[src/rtl/fixed_16_capped_accum.sv]
// Saturating signed fixed-point accumulator.
// Loads a start value, sums num_terms signed deltas taken over a valid/ready
// input port, clamps every partial sum to the signed range, and offers the
// final sum on a valid/ready output port. Sticky flags record clamping.
//
// Handshake semantics (both ports): a transfer happens on a rising clock edge
// where valid && ready are both high. Ready and valid are decoded from the
// registered FSM state only, so there is no combinational path from any
// input to any output. Once out_valid is high, out_sum and the flags hold
// until out_ready is seen.
module fixed_16_capped_accum #(
   parameter int DATA_W    = 16,
   parameter int FRAC_BITS = 8,   // informational: the arithmetic ignores the binary point
   parameter int CNT_W     = 8
) (
   input  logic              clk,
   input  logic              rst,
   input  logic              start,
   input  logic [DATA_W-1:0] init_val,
   input  logic [CNT_W-1:0]  num_terms,
   input  logic              in_valid,
   output logic              in_ready,
   input  logic [DATA_W-1:0] in_data,
   output logic              out_valid,
   input  logic              out_ready,
   output logic [DATA_W-1:0] out_sum,
   output logic              overflow,
   output logic              underflow,
   output logic              busy,
   output logic [1:0]        dbg_state
);

   typedef enum logic [1:0] {
      S_IDLE  = 2'd0,
      S_ACCUM = 2'd1,
      S_DONE  = 2'd2
   } state_t;

   // Signed rails of the result format.
   localparam logic [DATA_W-1:0] POS_RAIL = {1'b0, {(DATA_W-1){1'b1}}};
   localparam logic [DATA_W-1:0] NEG_RAIL = {1'b1, {(DATA_W-1){1'b0}}};

   state_t            state;
   state_t            state_nxt;
   logic [DATA_W-1:0] acc;
   logic [CNT_W-1:0]  cnt;
   logic [CNT_W-1:0]  n_terms;
   logic              ovf_q;
   logic              unf_q;

   logic [DATA_W:0]   sum_ext;
   logic              pos_clip;
   logic              neg_clip;
   logic              beat;
   logic              last_beat;

   // Sign-extended sum; the top two bits disagree exactly when the true sum
   // leaves the signed range (01 = above the positive rail, 10 = below the
   // negative rail).
   always_comb begin
      sum_ext   = {acc[DATA_W-1], acc} + {in_data[DATA_W-1], in_data};
      pos_clip  = (sum_ext[DATA_W:DATA_W-1] == 2'b01);
      neg_clip  = (sum_ext[DATA_W:DATA_W-1] == 2'b10);
      beat      = (state == S_ACCUM) && in_valid;
      last_beat = (cnt == (n_terms - CNT_W'(1)));
   end

   // State register.
   always_ff @(posedge clk or posedge rst) begin
      if (rst) begin
         state <= S_IDLE;
      end else begin
         state <= state_nxt;
      end
   end

   // Next-state logic. start is only looked at in IDLE; an empty run goes
   // straight to DONE so the start value is reported one cycle later.
   always_comb begin
      state_nxt = state;
      case (state)
         S_IDLE: begin
            if (start) begin
               state_nxt = (num_terms == '0) ? S_DONE : S_ACCUM;
            end
         end
         S_ACCUM: begin
            if (beat && last_beat) begin
               state_nxt = S_DONE;
            end
         end
         S_DONE: begin
            if (out_ready) begin
               state_nxt = S_IDLE;
            end
         end
         default: begin
            state_nxt = S_IDLE;
         end
      endcase
   end

   // Datapath: load on start, accumulate with clamping on each accepted beat.
   // A clamped value becomes the base for the next beat, so a run can come
   // back off the rail while the sticky flag stays set. Everything holds in
   // DONE and IDLE, keeping the last result visible until the next start.
   always_ff @(posedge clk or posedge rst) begin
      if (rst) begin
         acc     <= '0;
         cnt     <= '0;
         n_terms <= '0;
         ovf_q   <= 1'b0;
         unf_q   <= 1'b0;
      end else begin
         case (state)
            S_IDLE: begin
               if (start) begin
                  acc     <= init_val;
                  cnt     <= '0;
                  n_terms <= num_terms;
                  ovf_q   <= 1'b0;
                  unf_q   <= 1'b0;
               end
            end
            S_ACCUM: begin
               if (beat) begin
                  if (pos_clip) begin
                     acc   <= POS_RAIL;
                     ovf_q <= 1'b1;
                  end else if (neg_clip) begin
                     acc   <= NEG_RAIL;
                     unf_q <= 1'b1;
                  end else begin
                     acc   <= sum_ext[DATA_W-1:0];
                  end
                  // Leaves ACCUM at cnt == n_terms-1, so this never wraps.
                  cnt <= cnt + CNT_W'(1);
               end
            end
            default: begin
            end
         endcase
      end
   end

   // Port decode from the registered state and datapath registers.
   always_comb begin
      in_ready  = (state == S_ACCUM);
      out_valid = (state == S_DONE);
      busy      = (state != S_IDLE);
      out_sum   = acc;
      overflow  = ovf_q;
      underflow = unf_q;
      dbg_state = state;
   end

endmodule

[config.mk]
export PLATFORM = sky130hd
export DESIGN_NAME = fixed_16_capped_accum
export DESIGN_NICKNAME = d
export VERILOG_FILES = /design/src/rtl/fixed_16_capped_accum.sv
export SDC_FILE = /design/constraint.sdc
export NUM_CORES = 1
export LEC_CHECK = 0
export CORE_MARGIN = 3
export CORE_UTILIZATION = 45
export CTS_BUF_LIST = sky130_fd_sc_hd__clkbuf_2 sky130_fd_sc_hd__clkbuf_4 sky130_fd_sc_hd__clkbuf_8
export DETAILED_ROUTE_END_ITERATION = 6
export PLACE_DENSITY_LB_ADDON = 0.25
export SETUP_SLACK_MARGIN = 0.4
export SLEW_MARGIN = 25
export SYNTH_ARGS = -nofsm -noshare
export SYNTH_HDL_FRONTEND = slang
export SYNTH_SLANG_ARGS = --single-unit
[constraint.sdc]
create_clock -name clk -period 3 [get_ports clk]
set_clock_uncertainty 0.15 [all_clocks]
set_input_delay 0.45 -clock clk [delete_from_list [all_inputs] [get_ports clk]]
set_output_delay 0.45 -clock clk [all_outputs]
set_load 0.03 [all_outputs]
# Yosys cells after proc, flatten, opt, wreduce, memory -nomap -nowiden
# Index checks and enable logic that the tools add are counted.
# word_totals
register_bits	36
latch_bits	0
ram_bits	0
rom_bits	0
inputBits	45
output_inout_bits	23
wordCells	53
mem_count	0
# op_classes
addsub	3
mul	0
n_div	0
n_lt_le_gt_ge	0
eq_ne	12
shift	0
mux	21
bitwise	0
reduce_logical	11
# ops
op	count
$mux 16	4
$pmux 16 s2	1
$add 16x16->17	1
$mux 8	2
$pmux 8 s2	1
$ne 2x1->1 const B	5
$add 8x1->8 const B	1
$eq 8x8->1	1
$logic_not 8->1	1
$mux 2	4
$sub 8x1->8 const B	1
$mux 1	6
$pmux 2 s3	1
$reduce_and 3->1	2
$reduce_and 5->1	1
$eq 2x1->1 const B	2
$eq 2x2->1 const B	2
$ne 2x2->1 const B	2
$pmux 1 s2	2
$reduce_and 4->1	1
$reduce_bool 2->1	2
$logic_and 1x1->1	2
$logic_not 2->1	1
$reduce_and 2->1	1

# Depth between registers and ports, before layout
# Gate-level depths: netlist (run 1).
# logic_depth
depth_word	6
mapped_depth	11
mapped_depth_nobuf	10

# Worst setup path before layout (run 1)
# Ideal clock, no wire load.
# synth_path
path_type	register to register
startpoint	register acc[0] (netlist: out_sum[0])
endpoint	register acc[1] (netlist: out_sum[1])
setup_ps	79
arrival_ps	2487
required_time_ps	2771
path_slack_ps	284
path_stages_with_launch	12
n_path_buf	1
synth_period_minus_slack_ps	2716
path_cell_list	dfrtp_1 ha_1 inv_1 fa_1 nor2b_1 o31a_1 a21oi_1 o211ai_1 and2_1 a31o_1 buf_2 a2bb2oi_1
# synth_between
elab_chain_len	6
word_cells_on_any_way	7
cone_classes	add/sub (1); eq/ne (2); mux (4)
# synth_lines
item	line_no	source
start, declared	45	logic [DATA_W-1:0] acc;
start signal, assigned	118	acc <= init_val;
start signal, assigned	134	acc <= sum_ext[DATA_W-1:0];
$add 16x16->17 (*)	61	sum_ext = {acc[DATA_W-1], acc} + {in_data[DATA_W-1], in_data};
$eq 2x2->1	63	neg_clip = (sum_ext[DATA_W:DATA_W-1] == 2'b10);
$mux 16	130	end else if (neg_clip) begin
$mux 16 (*)	127	if (pos_clip) begin
$mux 16 (*)	126	if (beat) begin
$pmux 16 s2 (*)	115	case (state)
# Mark *: on every way between the ends. The rest lies on a longest branch, timed or not. The select of a mux whose other input is x is not followed.
# A chain may end at the register's enable or synchronous reset.

# Worst setup path after layout (run 1)
# layout_path
startpoint	register acc[0] (netlist: out_sum[0])
endpoint	register acc[13] (netlist: out_sum[13])
# Same word-level chain as after synthesis.

==> results.toml, run 1 <==
[global_routing]
grt_pass1_vias = 2999
antenna_found_initial = 0
grt_overflow = 0
grt_max_degree = 37
grt_pass1_wl_mm = 14.3
grt.total_usage = 0.247

[timing]
fmax_mhz = 366
finalCritPeriodShare = 0.910
finalHoldViolCount = 0
setup_tns_ps = 0
fin_ws_ps = 270
slew_violations = 0
whs_ps = 395
min_period_ps = 2730
worst_slew_pin_slew_ps = 673
relSlewSlack = 0.550
rsz0062_at_grt = "true"
setup-violations-final = 0

[synthesis]
yosysWarnings = 0
synthArstFlopShare = 1.00
synth_flop_cell = "dfrtp_1"
syn_nets = 370
netlist_area_sq_um = 2770
synth_commonest_cells = "36 x dfrtp_1, 27 x nor2_1, 23 x nand2_1"
syn_inst = 306
synth_edf_count = 0
synth_area_leader_cell = "dfrtp_1"
synth_cell_types = 55
ys_seq_area_frac = 0.326
yosys.area.top_type_share = 0.326
synthTopCellsByArea = "dfrtp_1 33%, ha_1 8.1%, xnor2_1 4.4%, a21oi_1 3.8%, nor2_1 3.7%"
synth_area_per_cell_sq_um = 9.04
ys_seq_elements = 36
synth_most_common_cell = "dfrtp_1"

[worst_setup_path]
endpoint = "out_sum[13]$_DFFE_PP0P_"
r2r-start = "out_sum[0]$_DFFE_PP0P_"
worstSetupStartpointType = "flip-flop"
rr_endpoint = "out_sum[13]$_DFFE_PP0P_"
crit_fanout = 8
cp-end-kind = "flip-flop"
crit_start = "out_sum[0]$_DFFE_PP0P_"
r2r_cells = 11
worstPathArrival_ps = 2770
worstSetupPathType = "reg -> reg"
cp.required_ps = 3040
r2r_setup_slack_ps = 270

[clocking]
ctsHoldBuffers = 0
numCtsBuffers = 5
tritoncts_num_sinks = 36
cts_buffer_depth = 2
cts_max_level = 2
tritoncts = "done"
clk-insertion-delay-late_ps = 300
clk_pin_slew_ps = 80
cts_root_buf = "clkbuf_8"

[power]
irDropWorstVdd_v = 0.000885
cellLeakagePower_nw = 1.81
p_total_w = 0.00516
power_density_nw_per_um2 = 1170

[detailed_routing]
viasPerCell = 5.80
vias = 2879
met1_length_mm = 3.64
dr.pass1.iters = 4
drc_errors = 0
routed.top_layer = "met4"
drt-wirelength-per-cell_um = 17.8
routed_wl_mm = 8.81
ant_nets = 0
wl_met3_um = 527
drtIter0Drc = 174
dr_wl_met2_mm = 4.49

[placed_design]
dp_slack_ps = -275
dp_cells = 474
dp_hpwl_mm = 5.80
gp_congestion = 0.842
numPortBuffers = 67

[cells_and_area]
insertedDiodeCount = 0
fillers = 386
regArea_sq_um = 910
multiInputGateArea_sq_um = 2080
drive_gt1_frac = 0.302
finalNonFillerCells = 496
area_growth_pct = 58.7
nets = 487

[min_path]
hold_class = "reg -> reg"

[die]
chipWidth_um = 84.4
core_sq_um = 5710
die_area_sq_um = 7120
die_h_um = 84.4
core.rowCount = 27
initial_core_util = 0.485
io_pins = 68

[flow_run]
maxCapViolCount = 0

[outcome]
outcome = "complete, no violations"
repair_timing:
item                                    in CTS  in global routing
gates resized for setup                     56                 11
pin swaps                                   44                 14
setup buffers                               12                  1
hold endpoints to repair                     0                  0
gates cloned                                 1                  0
endpoints found under the setup margin      17                 18
final cells by class:
type / count / share of cell area
clock buffers: 5 / 0.0157
inverters: 12 / 0.0108
flip-flops and latches: 36 / 0.207
well taps: 72 / 0.0205
multi-input cells: 244 / 0.473
clock inverters: 3 / 0.00969
repair buffers: 124 / 0.263
report_power, final:
part | total (W) | internal [W] | switching [W]
clock network | 0.000445 | 0.000246 | 0.000199
logic | 0.00376 | 0.00189 | 0.00187
registers | 0.000950 | 0.000698 | 0.000252
placed cells by master, fill, tap and decap left out, types with 6 or more instances in the layout:
cell,netlist,layout
a21oi_1,21,14
a21oi_2,0,7
a31oi_1,9,8
buf_4,0,46
buf_6,2,8
clkdlybuf4s50_1,0,52
dfrtp_1,36,29
dfrtp_2,0,7
dlygate4sd2_1,0,15
ha_4,0,14
inv_1,11,10
mux2_2,7,7
nand2_1,23,23
nand2b_1,6,6
nor2_1,27,27
o21ai_0,13,12
o22a_1,8,8
or3_1,7,6
xnor2_1,14,14
xor2_1,10,10
worst min-delay path by stage:
stage | from | to | slack (ps) | cells past startpoint
floorplan | n_terms[7]$_DFFE_PP0P_ | n_terms[7]$_DFFE_PP0P_ | 350 | 1
global placement | underflow$_DFFE_PP0P_ | underflow$_DFFE_PP0P_ | 370 | 2
detailed placement | n_terms[7]$_DFFE_PP0P_ | n_terms[7]$_DFFE_PP0P_ | 370 | 1
CTS | n_terms[7]$_DFFE_PP0P_ | n_terms[7]$_DFFE_PP0P_ | 390 | 1
global route | out_sum[15]$_DFFE_PP0P_ | out_sum[15]$_DFFE_PP0P_ | 410 | 1
finish | out_sum[15]$_DFFE_PP0P_ | out_sum[15]$_DFFE_PP0P_ | 400 | 1
stage by stage:
stage / utilization / cell area, sq um
floorplan: - / 2810
CTS: 0.758 / 4330
global route: 0.769 / 4390
finish: 0.769 / 4390
detailed placement: 0.670 / 3820
global placement: 0.670 / 3820
registers in the layout, summed over array words and instances, names as in the netlist:
signal and count:
out_sum 16, cnt 8, n_terms 8, dbg_state 2, overflow 1, underflow 1
worst max-delay path, stage by stage, from the launching register on:
cell and delay, ps:
dfrtp_2 430, ha_4 170, buf_6 110, a211oi_4 250
o211ai_2 170, a2111oi_4 300, o211ai_1 180, a22oi_2 330
buf_12 150, buf_16 130, o31ai_4 50, o22a_1 190
cell families (layout without fill, tap and decap cells):
| group | Yosys count | count (layout) | synth area share |
|---|---|---|---|
| AND/OR/NAND/NOR | 98 | 98 | 0.177 |
| AO/OA/AOI/OAI | 91 | 91 | 0.240 |
| XOR/XNOR | 24 | 24 | 0.0760 |
| multiplexers | 12 | 12 | 0.0466 |
| adder cells (fa/ha/maj) | 19 | 19 | 0.0886 |
| buffers and inverters | 26 | 144 | 0.0457 |
| flip-flops | 36 | 36 | 0.326 |
per-layer routing:
layer  global-route usage  up-vias
li1                     -     1358
met1                0.305     1407
met2                0.431       98
met3               0.0500       16
met4               0.0791        0
met5                    0        -
(Power assumes the default switching activity.)
==> inputs of run 2 (changes only) <==
--- a/config.mk
+++ b/config.mk
@@ -6,10 +6,11 @@
 export NUM_CORES = 1
 export LEC_CHECK = 0
 export CORE_MARGIN = 3
-export CORE_UTILIZATION = 45
+export CORE_UTILIZATION = 52
 export CTS_BUF_LIST = sky130_fd_sc_hd__clkbuf_2 sky130_fd_sc_hd__clkbuf_4 sky130_fd_sc_hd__clkbuf_8
 export DETAILED_ROUTE_END_ITERATION = 6
 export PLACE_DENSITY_LB_ADDON = 0.25
+export RECOVER_POWER = 50
 export SETUP_SLACK_MARGIN = 0.4
 export SLEW_MARGIN = 25
 export SYNTH_ARGS = -nofsm -noshare
==> run 2 against run 1 <==
  * Cell area fell by 0.23%
  * Clock power fell by 8.8%
  * Sequential power rose by 4.8%
  * Critical path depth fell by 2
  * Cell count did not move
  * Largest cell class unchanged
  * Largest power group unchanged
==> results.toml, run 2 (synthesis results as in run 1) <==
[clocking]
cts_max_level = 2
clk_pin_slew_ps = 90
tritoncts = "done"
tritoncts_num_sinks = 36
ctsHoldBuffers = 0
cts_root_buf = "clkbuf_8"
clk-insertion-delay-late_ps = 300
cts_buffer_depth = 2
numCtsBuffers = 5

[detailed_routing]
drtIter0Drc = 458
dr.pass1.iters = 6
dr_wl_met2_mm = 5.91
wl_met3_mm = 1.53
routed.top_layer = "met5"
viasPerCell = 7.09
drc_errors = 0
vias = 3515
routed_wl_mm = 13.1
ant_nets = 0
met1_length_mm = 4.50
drt-wirelength-per-cell_um = 26.4

[flow_run]
maxCapViolCount = 0

[min_path]
min_from = "out_sum[11]$_DFFE_PP0P_"
hold_class = "reg -> reg"

[timing]
min_period_ps = 2980
worst_slew_pin_slew_ps = 994
setup-violations-final = 0
slew_violations = 0
fmax_mhz = 335
finalHoldViolCount = 0
fin_ws_ps = 16.8
whs_ps = 407
relSlewSlack = 0.337
rsz0062_at_grt = "true"
finalCritPeriodShare = 0.994

[power]
intPower_w = 0.00282
clkPwrFrac = 0.073
power_density_nw_per_um2 = 1270
power_frac_seq = 0.178
comb_power_share = 0.749
cellLeakagePower_nw = 1.80
power_switching_w = 0.00277
switching_share = 0.496
p_total_w = 0.00558
irDropWorstVdd_v = 0.000766

[worst_setup_path]
crit_start = "out_sum[13]$_DFFE_PP0P_"
crit_fanout = 8
worstSetupPathType = "reg -> reg"
r2r-start = "out_sum[13]$_DFFE_PP0P_"
worstPathArrival_ps = 3050
cp.required_ps = 3070
r2r_setup_slack_ps = 20
worstSetupStartpointType = "flip-flop"
cp-end-kind = "flip-flop"

[placed_design]
dp_slack_ps = -322
dp_hpwl_mm = 5.89
numPortBuffers = 67
gp_congestion = 0.917
dpl-instance-area_sq_um = 3720

[cells_and_area]
insertedDiodeCount = 0
finalCoreUtilization = 0.886
area_growth_pct = 58.3
layout_common_cells = "52 x clkdlybuf4s50_1, 46 x buf_4, 29 x dfrtp_1"
drive_gt1_frac = 0.324
final_area_sq_um = 4380
largest_reg_flops = 16
final_common_cell = "clkdlybuf4s50_1"
nets = 492

[die]
core.rowCount = 25
die_h_um = 78.9
initial_core_util = 0.560
chipWidth_um = 78.9
die_area_sq_um = 6230
core_sq_um = 4940
io_pins = 68

[global_routing]
antenna_found_initial = 1
grt_pass1_wl_mm = 17.5
grt_max_degree = 37
grt_pass1_vias = 3443
grt.total_usage = 0.366
grt_overflow = 0

[outcome]
outcome = "complete, no violations"
-- run 2: cell count changes in the layout (fill, tap and decap cells not counted), sizes merged --
| cell | previous run | this run |
|---|---|---|
| dlygate4sd2 | 15 | 7 |
| bufinv | 1 | 0 |
| clkdlybuf4s15 | 0 | 2 |
| buf | 57 | 60 |
| clkbuf | 5 | 9 |
| dlygate4sd3 | 0 | 6 |
| clkinv | 1 | 0 |
-- run 2: critical path, cell delays in order (launching register included) --
cell	delay, ps
dfrtp_2	450
ha_4	250
a21o_1	230
a31o_1	250
nor4_2	410
a221o_1	320
a22oi_2	130
buf_6	170
a2111o_1	330
a31oi_1	210
-- run 2: what timing repair did --
item,4_1_cts,5_1_grt
endpoints found under the setup margin,18,20
hold endpoints to repair,0,0
setup buffers,25,5
gates resized for setup,51,22
pin swaps,44,30
-- run 2: worst paths after layout --
check	cells after the start	to
max	9	out_sum[4]$_DFFE_PP0P_
min	1	out_sum[11]$_DFFE_PP0P_
max reg2reg	9	out_sum[4]$_DFFE_PP0P_
min reg2reg	1	out_sum[11]$_DFFE_PP0P_
max in group asynchronous	3	out_sum[12]$_DFFE_PP0P_
min in group asynchronous	3	n_terms[3]$_DFFE_PP0P_
-- run 2: per-layer routing --
layer,GRT usage,vias up
met5,0,-
met4,0.201,2
met3,0.0918,136
met2,0.625,385
met1,0.420,1631
li1,-,1361
-- run 2: power groups by stage --
| stage | logic (W) | registers (W) | clock network, W |
|---|---|---|---|
| after floorplan | 0.00179 | 0.00111 | 0 |
| after global placement | 0.00289 | 0.000909 | 0 |
| after detailed placement | 0.00296 | 0.000921 | 0 |
| after CTS | 0.00352 | 0.000934 | 0.000385 |
| after global routing | 0.00432 | 0.00101 | 0.000414 |
| final | 0.00418 | 0.000996 | 0.000406 |
-- run 2: through the flow --
stage               setup TNS, ps  std cells
CTS                             0        491
global route                -3.28        496
floorplan                       0        306
global placement            -3060        458
finish                          0        496
detailed placement          -4260        458
-- run 2: area by class of cell --
cell class                 count  area (sq um)
clock inverter                 1          7.51
timing repair buffer         129          1170
tap                           67          83.8
clock buffer                   7          90.1
inverter                      12          47.5
sequential                    36           910
fill                         217           562
multi-input combinational    244          2070
==> inputs of run 3 (changes only) <==
--- a/config.mk
+++ b/config.mk
@@ -5,6 +5,7 @@
 export SDC_FILE = /design/constraint.sdc
 export NUM_CORES = 1
 export LEC_CHECK = 0
+export CAP_MARGIN = 20
 export CORE_MARGIN = 3
 export CORE_UTILIZATION = 52
 export CTS_BUF_LIST = sky130_fd_sc_hd__clkbuf_2 sky130_fd_sc_hd__clkbuf_4 sky130_fd_sc_hd__clkbuf_8
==> results of run 3 <==
Same layout as run 2: the final DEF is identical, and so are final timing and power.
